===== src/rtl/seg_scan_display.sv =====
// seg_scan_display: parametrised N-digit hex display controller.
// Drives static per-digit segment buses and a time-multiplexed segment/anode
// scan from one double-buffered value that commits only at frame boundaries.
// Optional feature macro: SEG_BLINK_EN (adds blink_mask port and blink phase).

// Per-digit hex decoder; gfedcba table is stored active-low, polarity applied on output.
module seg_digit_dec #(
  parameter bit ACTIVE_LOW = 1'b1
) (
  input  logic [3:0] nib,
  input  logic       blank,
  output logic [6:0] seg
);
  logic [6:0] lowPat;

  // nibble -> active-low gfedcba pattern
  always_comb begin
    lowPat = 7'h7F;
    unique case (nib)
      4'h0: lowPat = 7'b1000000;
      4'h1: lowPat = 7'b1111001;
      4'h2: lowPat = 7'b0100100;
      4'h3: lowPat = 7'b0110000;
      4'h4: lowPat = 7'b0011001;
      4'h5: lowPat = 7'b0010010;
      4'h6: lowPat = 7'b0000010;
      4'h7: lowPat = 7'b1111000;
      4'h8: lowPat = 7'b0000000;
      4'h9: lowPat = 7'b0010000;
      4'hA: lowPat = 7'b0001000;
      4'hB: lowPat = 7'b0000011;
      4'hC: lowPat = 7'b1000110;
      4'hD: lowPat = 7'b0100001;
      4'hE: lowPat = 7'b0000110;
      4'hF: lowPat = 7'b0001110;
    endcase
  end

  assign seg = blank ? (ACTIVE_LOW ? 7'h7F : 7'h00)
                     : (ACTIVE_LOW ? lowPat : ~lowPat);
endmodule

module seg_scan_display #(
  parameter int NUM_DIGITS     = 6,
  parameter int REFRESH_DIV    = 50000,
  parameter int SEG_ACTIVE_LOW = 1,
  parameter int DIG_ACTIVE_LOW = 1,
  parameter int BLINK_FRAMES   = 64
) (
  input  logic                    clk,
  input  logic                    rst,
  input  logic                    load,
  input  logic [4*NUM_DIGITS-1:0] value,
  input  logic [NUM_DIGITS-1:0]   dp_in,
  input  logic                    blank_lz,
`ifdef SEG_BLINK_EN
  input  logic [NUM_DIGITS-1:0]   blink_mask,
`endif
  output logic                    pending,
  output logic [7*NUM_DIGITS-1:0] seg_all,
  output logic [6:0]              seg_out,
  output logic                    dp_out,
  output logic [NUM_DIGITS-1:0]   dig_en
);
  localparam int N     = NUM_DIGITS;
  localparam int CNT_W = (REFRESH_DIV > 1) ? $clog2(REFRESH_DIV) : 1;
  localparam int IDX_W = (N > 1) ? $clog2(N) : 1;
  localparam logic [CNT_W-1:0] CNT_MAX = CNT_W'(REFRESH_DIV - 1);
  localparam logic [IDX_W-1:0] IDX_MAX = IDX_W'(N - 1);
  localparam bit   SEG_LOW = (SEG_ACTIVE_LOW != 0);
  localparam bit   DIG_LOW = (DIG_ACTIVE_LOW != 0);
  localparam logic [6:0] SEG_OFF = SEG_LOW ? 7'h7F : 7'h00;

  logic [CNT_W-1:0] cnt;
  logic [IDX_W-1:0] idx;
  logic [4*N-1:0]   dispVal, pendVal;
  logic [N-1:0]     dispDp, pendDp;
  logic             fb;

  assign fb = (cnt == CNT_MAX) && (idx == IDX_MAX);

  // refresh divider and scan digit index
  always_ff @(posedge clk) begin
    if (!rst) begin
      cnt <= '0;
      idx <= '0;
    end else if (cnt == CNT_MAX) begin
      cnt <= '0;
      idx <= (idx == IDX_MAX) ? '0 : idx + IDX_W'(1);
    end else begin
      cnt <= cnt + CNT_W'(1);
    end
  end

  // double buffer: loads park in pend, commit at frame boundary; a load on fb bypasses
  always_ff @(posedge clk) begin
    if (!rst) begin
      dispVal <= '0;
      dispDp  <= '0;
      pendVal <= '0;
      pendDp  <= '0;
      pending <= 1'b0;
    end else if (load && fb) begin
      dispVal <= value;
      dispDp  <= dp_in;
      pending <= 1'b0;
    end else if (load) begin
      pendVal <= value;
      pendDp  <= dp_in;
      pending <= 1'b1;
    end else if (fb && pending) begin
      dispVal <= pendVal;
      dispDp  <= pendDp;
      pending <= 1'b0;
    end
  end

  logic [N-1:0] blinkOff;
`ifdef SEG_BLINK_EN
  localparam int FR_W = (BLINK_FRAMES > 1) ? $clog2(BLINK_FRAMES) : 1;
  localparam logic [FR_W-1:0] FR_MAX = FR_W'(BLINK_FRAMES - 1);
  logic [FR_W-1:0] frameCnt;
  logic            phase;

  // frame counter; blink phase flips every BLINK_FRAMES frame boundaries
  always_ff @(posedge clk) begin
    if (!rst) begin
      frameCnt <= '0;
      phase    <= 1'b0;
    end else if (fb) begin
      if (frameCnt == FR_MAX) begin
        frameCnt <= '0;
        phase    <= ~phase;
      end else begin
        frameCnt <= frameCnt + FR_W'(1);
      end
    end
  end
  assign blinkOff = blink_mask & {N{phase}};
`else
  assign blinkOff = '0;
`endif

  logic [N-1:0] lzBlank, digBlank;
  logic         zeroRun;

  // leading-zero run from the leftmost digit down; digit 0 is never blanked
  always_comb begin
    zeroRun = 1'b1;
    lzBlank = '0;
    for (int k = N - 1; k >= 1; k--) begin
      zeroRun    = zeroRun & (dispVal[4*k +: 4] == 4'h0);
      lzBlank[k] = blank_lz & zeroRun;
    end
  end
  assign digBlank = lzBlank | blinkOff;

  logic [7*N-1:0] segAllNext;
  for (genvar g = 0; g < N; g++) begin : gDig
    seg_digit_dec #(.ACTIVE_LOW(SEG_LOW)) uDec (
      .nib  (dispVal[4*g +: 4]),
      .blank(digBlank[g]),
      .seg  (segAllNext[7*g +: 7])
    );
  end

  logic [3:0]   curNib;
  logic         curBlank, curDp, curDpOff;
  logic [N-1:0] oneHot;
  logic [6:0]   segScanNext;

  // select the scanned digit's nibble, dp and blanking
  always_comb begin
    curNib   = 4'h0;
    curBlank = 1'b0;
    curDp    = 1'b0;
    curDpOff = 1'b0;
    oneHot   = '0;
    for (int k = 0; k < N; k++) begin
      if (idx == IDX_W'(k)) begin
        curNib    = dispVal[4*k +: 4];
        curBlank  = digBlank[k];
        curDp     = dispDp[k];
        curDpOff  = blinkOff[k];
        oneHot[k] = 1'b1;
      end
    end
  end

  seg_digit_dec #(.ACTIVE_LOW(SEG_LOW)) uScanDec (
    .nib  (curNib),
    .blank(curBlank),
    .seg  (segScanNext)
  );

  // registered display outputs
  always_ff @(posedge clk) begin
    if (!rst) begin
      seg_all <= {N{SEG_OFF}};
      seg_out <= SEG_OFF;
      dp_out  <= SEG_LOW;
      dig_en  <= DIG_LOW ? '1 : '0;
    end else begin
      seg_all <= segAllNext;
      seg_out <= segScanNext;
      dp_out  <= SEG_LOW ? ~(curDp & ~curDpOff) : (curDp & ~curDpOff);
      dig_en  <= DIG_LOW ? ~oneHot : oneHot;
    end
  end
endmodule

===== config.mk =====
export PLATFORM = sky130hd
export DESIGN_NAME = seg_scan_display
export DESIGN_NICKNAME = d
export VERILOG_FILES = /design/src/rtl/seg_scan_display.sv
export SDC_FILE = /design/constraint.sdc
export NUM_CORES = 1
export LEC_CHECK = 0
export BUFFER_PORTS_ARGS = -buffer_cell sky130_fd_sc_hd__buf_2
export CORE_MARGIN = 2
export CORE_UTILIZATION = 59
export DETAILED_ROUTE_END_ITERATION = 16
export PLACE_DENSITY = 0.8
export SETUP_SLACK_MARGIN = 0.02
export SLEW_MARGIN = 25
export SYNTH_ARGS = -nofsm -noshare
export SYNTH_HDL_FRONTEND = slang
export SYNTH_HIERARCHICAL = 1
export SYNTH_SLANG_ARGS = --single-unit

===== constraint.sdc =====
create_clock -name clk -period 5 [get_ports clk]
set_clock_uncertainty 0.05 [all_clocks]
set_input_delay 1 -clock clk [delete_from_list [all_inputs] [get_ports clk]]
set_output_delay 1 -clock clk [all_outputs]
set_load 0.1 [all_outputs]

### After elaboration in Yosys (flattened, before gate mapping)

Memories as Yosys holds them, arrays and structs flattened. A register that Yosys moved wholly into a read port is not among the register bits.
Cells that the tools add are included.

* bits in registers: 87
* bits in read-only memories: 784
* bits of input ports: 34
* output and inout bits: 57
* word-level logic and storage cells: 92
* memories kept: 7

* add/subtract/negate cells: 2
* equality and inequality tests: 7
* mux-type cells: 32
* bitwise operators: 13
* reduce and logical (&&, ||, !) cells: 22

Memories
* (name not given): depth 16, width 7, rd ports 1, clocked after memory_dff 1, wr ports 0, line 19 `unique case (nib)`
* (name not given): depth 16, width 7, rd ports 1, clocked after memory_dff 1, wr ports 0, line 19
* (name not given): depth 16, width 7, rd ports 1, clocked after memory_dff 1, wr ports 0, line 19
* (name not given): depth 16, width 7, rd ports 1, clocked after memory_dff 1, wr ports 0, line 19
* (name not given): depth 16, width 7, rd ports 1, clocked after memory_dff 1, wr ports 0, line 19
* (name not given): depth 16, width 7, rd ports 1, clocked after memory_dff 1, wr ports 0, line 19
* 1 more memories

Operator list (number)
* 2-to-1 mux 24 bit: 3
* 2-to-1 mux 4 bit: 6
* logical NOT 4 bit: 5
* 2-to-1 mux 1 bit: 19
* 2-to-1 mux 6 bit: 3
* adder 16 x 1 -> 16 bit, second input constant: 1
* equality test 16 bit, second input constant: 1
* OR reduction 2 bit: 8
* bitwise AND 1 bit: 9
* equality test 3 x 2 -> 1 bit, second input constant: 2
* equality test 3 bit, second input constant: 2
* inverter 6 bit: 1
* AND reduction 2 bit: 2
* nonzero test 2 bit: 2
* adder 3 x 1 -> 3 bit, second input constant: 1
* equality test 3 x 1 -> 1 bit, second input constant: 1
* logical AND 1 bit: 3
* logical NOT 3 bit: 1
* 2-to-1 mux 3 bit: 1
* inverter 1 bit: 3
* != test 2 x 1 -> 1 bit, second input constant: 1
* logical NOT 1 bit: 1

### Longest topological paths before layout

* depth after elaboration: 12
* mapped depth: 12
* depth with buffers taken out: 9

### Hierarchy

The synthesis kept the hierarchy.

Modules (own cells, without submodules)
* seg_scan_display: instances 1, cells each 660, area an instance 5868.1 µm², seq. area each 2722.6 µm²
* seg_digit_dec at gDig[0].uDec ...: instances 5, cells each 35, area an instance 299.0 µm², seq. area each 0.0 µm²
* seg_digit_dec at gDig[1].uDec ...: instances 2, cells each 35, area an instance 295.3 µm², seq. area each 0.0 µm²

### Worst setup path after synthesis

No wires, ideal clock.

* path kind: reg2reg
* start: register idx[0]
* end: register seg_out[1]
* setup time: 0.126 ns
* arrival: 3.299 ns
* data required time: 4.824 ns
* setup slack: 1.526 ns
* cell stages (with the launch flop): 13
* buffers on the path: 3
* period minus slack after synthesis: 3.474 ns
* path through: dfxtp_1 -> clkbuf_1 -> buf_1 -> and2_1 -> ha_1 -> buf_1 -> mux2i_1 -> o221ai_1 -> inv_1 -> ha_1 -> or2_2 -> a311o_1 -> nand2b_1

* cells in the longest elaborated chain, start to end: 7
* elaborated cells on any way between the ends: 18
* classes of those cells: eq/ne: 5; mux: 11; reduce/logical: 2

RTL lines
* start, declared: line 75 `logic [IDX_W-1:0] idx;`
* start signal, assigned: line 89 `idx <= (idx == IDX_MAX) ? '0 : idx + IDX_W'(1);`
* logical NOT 3 bit: line 180 `if (idx == IDX_W'(k)) begin`
* 2-to-1 mux 4 bit (5 in a row): line 180
* 2-to-1 mux 4 bit (*): line 180
* named net curNib[0]: line 167 `logic [3:0] curNib;`
* end, declared: line 61 `output logic [6:0] seg_out,`

Mark *: on every way through the listed nets, which the timed path passes. The rest lies on a longest branch.
A chain may end at the register's enable or synchronous reset.

### Worst setup path after layout

Same ends and word-level chain as after synthesis.

==> flow_summary.json <==
{
  "rows": 42,
  "grt_overflow": 0,
  "synth_warnings": 6,
  "dr.first_iter.drc_count": 687,
  "grt_pass1_wl_um": 29600,
  "p_leak_nw": 3.44,
  "clock_sinks": 136,
  "syn_inst": 905,
  "r2r_cells": 9,
  "multiInputGateArea_um2": 4730,
  "synth_top_area_cell": "dfxtp_1",
  "drtPass1Iterations": 6,
  "layout-drive-gt1-share_pct": 15.4,
  "setup_slack_ns": 1.40,
  "p_int_mw": 2.00,
  "seqPwrFrac_pct": 42.4,
  "area_growth_pct": 11.8,
  "clk_latency_ns": 0.42,
  "max-slew-margin-rel_pct": 38.2,
  "ir_worst_vdd_mv": 0.201,
  "fill_cells": 1066,
  "switchingPower_mw": 0.721,
  "finalSetupTns_ns": 0,
  "critPathCaptureType": "flop",
  "tightest_slew_ns": 0.926,
  "synth_common_cells": "dfxtp_1 (136), nand4_1 (125), nand2_1 (73)",
  "io_pins": 91,
  "worstPathCellList": "and2_1 -> ha_1 -> mux2i_1 -> o221ai_1 -> inv_1 -> ha_1 -> or2_2 -> a311o_1 -> nand2b_1",
  "ys_seq_area_share_pct": 34.2,
  "wl_per_cell_um": 16.0,
  "placed_area_um2": 8300,
  "crit_top_cell": "ha_1",
  "yosysTopAreaCellShare_pct": 34.2,
  "synth-main-ff-cell": "dfxtp_1",
  "critPathSlowestCell": "dfxtp_1",
  "whs_ns": 0.413,
  "netlist_area_um2": 7950,
  "worst-r2r-setup-slack_ns": 1.40,
  "cts_tree": "yes",
  "dpl.hpwl_um": 11800,
  "period_minus_slack_ns": 3.60,
  "crit_required_ns": 5.24,
  "ctsHoldBuffers": 0,
  "rsz0062_at_grt": "no",
  "diodes": 0,
  "numCtsBuffers": 17,
  "ys_seq_elements": 136,
  "clock_tree.root_cell": "clkbuf_16",
  "power_frac_clock_pct": 45.9,
  "htree_levels": 4,
  "post-cts-setup-buffer-count": 0,
  "nets": 1031,
  "syn_area_per_cell_um2": 8.79,
  "antenna_left": 0,
  "drc": 0,
  "hold_end": "cnt[0]$_SDFF_PP0_",
  "synth-edff-count": 0,
  "vias_per_cell": 6.19,
  "core_area_um2": 13200,
  "cap_viol_max_count": 0,
  "fin_area_um2": 8890,
  "min_path_cells": 1,
  "utilization_pct": 67.4,
  "die_area_um2": 14400,
  "async_flop_share_pct": 0,
  "drt-total-wl_um": 18200,
  "crit_type": "reg2reg",
  "min_period_over_period_pct": 72.0,
  "place_inst": 1103,
  "power_mw": 2.72,
  "portBuffers": 90,
  "powerDensity_nw_per_um2": 306,
  "combPwrFrac_pct": 11.7,
  "gp_congestion": 0.929,
  "finalSetupViolCount": 0,
  "hold_violations": 0,
  "hp-class": "reg2reg",
  "grt_max_degree": 89,
  "r2r_end": "seg_out[1]$_SDFF_PN1_",
  "crit_path_start_kind": "flop",
  "antenna_found_initial": 0,
  "yosys-top-cells-area": "dfxtp_1 (34%), nand4_1 (9.8%), ha_1 (8.0%)",
  "register_area_um2": 2720,
  "detailedPlace.worstSlack_ns": 1.47,
  "grt_usage_pct": 25.2,
  "initial_core_util_pct": 60.3,
  "sw_frac_of_total_pct": 26.5,
  "grt_pass1_vias": 5959,
  "critPathMaxFanout": 17,
  "synth_most_common_cell": "dfxtp_1",
  "clkTransAtPathRegs_ns": 0.05,
  "die_w_um": 120,
  "r2r_start": "idx[0]$_SDFFE_PN0P_",
  "cts-resized-gates": 0,
  "finalMaxSlewViolations": 0,
  "fmax_mhz": 278,
  "hp-start": "cnt[0]$_SDFF_PP0_",
  "die_h_um": 120,
  "final_cells": 1135,
  "vias": 7025,
  "synth_cell_types": 54,
  "clockBufferDepth": 2,
  "worstPathArrival_ns": 3.84,
  "status": "finished, final reports clean",
  "critPathMaxStageDelay_ns": 0.74
}
cell families (layout without fill, tap and decap cells):
| family | Yosys count | count (layout) | share of synthesized area, % |
|---|---|---|---|
| XOR/XNOR | 14 | 14 | 1.54 |
| AND/OR/NAND/NOR | 415 | 415 | 29.9 |
| adder cells (fa/ha/maj) | 51 | 51 | 8.02 |
| multiplexers | 49 | 49 | 6.40 |
| other | 1 | 7 | 0.0471 |
| buffers and inverters | 108 | 156 | 6.67 |
| flip-flops | 136 | 136 | 34.2 |
| AO/OA/AOI/OAI | 131 | 131 | 13.2 |
placed cells by master (no fill, tap or decap), types with 15 or more instances in the layout:
master | synthesis | final
a32oi_1 | 15 | 15
nand2b_1 | 64 | 64
mux2i_1 | 34 | 34
buf_2 | 4 | 88
a22o_1 | 26 | 26
o21ai_0 | 28 | 28
nand3b_1 | 31 | 31
nand2_1 | 73 | 73
clkbuf_16 | 0 | 17
nand4_1 | 125 | 125
inv_1 | 24 | 24
dfxtp_1 | 136 | 136
nand3_1 | 15 | 15
nor2_1 | 32 | 32
ha_1 | 51 | 51
nor2b_1 | 15 | 15
worst max path at each step:
| stage | startpoint | end | slack (ns) |
|---|---|---|---|
| 2_1_floorplan | idx[0]$_SDFFE_PN0P_ | seg_out[1]$_SDFF_PN1_ | 1.53 |
| 3_3_place_gp | idx[0]$_SDFFE_PN0P_ | seg_out[1]$_SDFF_PN1_ | 1.60 |
| 3_5_place_dp | idx[0]$_SDFFE_PN0P_ | seg_out[1]$_SDFF_PN1_ | 1.47 |
| 4_1_cts | idx[0]$_SDFFE_PN0P_ | seg_out[1]$_SDFF_PN1_ | 1.47 |
| 5_1_grt | idx[0]$_SDFFE_PN0P_ | seg_out[1]$_SDFF_PN1_ | 1.09 |
| 6_report | idx[0]$_SDFFE_PN0P_ | seg_out[1]$_SDFF_PN1_ | 1.40 |
cell type report:
class                   instances  share of cell area (%)
flip-flops and latches        136                    30.6
repair buffers                100                    5.97
well taps                     176                    2.48
multi-input cells             667                    53.2
clock buffers                  24                    5.64
inverters                      24                    1.01
clock inverters                 8                    1.04
power by group through the flow:
stage          Combinational, mW  Sequential [mW]  Clock, mW
4_1_cts                    0.318             1.15       1.26
6_report                   0.319             1.15       1.25
3_3_place_gp               0.314             1.17          0
2_1_floorplan              0.118             1.31          0
5_1_grt                    0.342             1.16       1.31
3_5_place_dp               0.317             1.18          0
critical path: cells and delay by family, from the launching register on:
family / cells / cell delay [ns]
AOI/OAI and AO/OA: 2 / 0.86
adders and majority gates: 2 / 0.80
DFF: 1 / 0.74
and+or+nand+nor: 3 / 0.66
buffers and inverters: 1 / 0.21
muxes: 1 / 0.14
flip-flops by register name, summed over array words and instances, names as in the netlist, 3 cells and up:
signal and count:
cnt 16, dig_en 6, dispDp 6, dispVal 24, idx 3, pendDp 6, pendVal 24, seg_all 42
seg_out 7
metal layers:
layer,vias up,routed length [um],track usage (%)
met5,-,0,0
met4,0,285,7.28
met3,29,1190,6.23
met2,263,7970,37.5
met1,3304,8700,36.2
li1,3429,-,-
No activity file was read; power rests on OpenSTA's default activity.
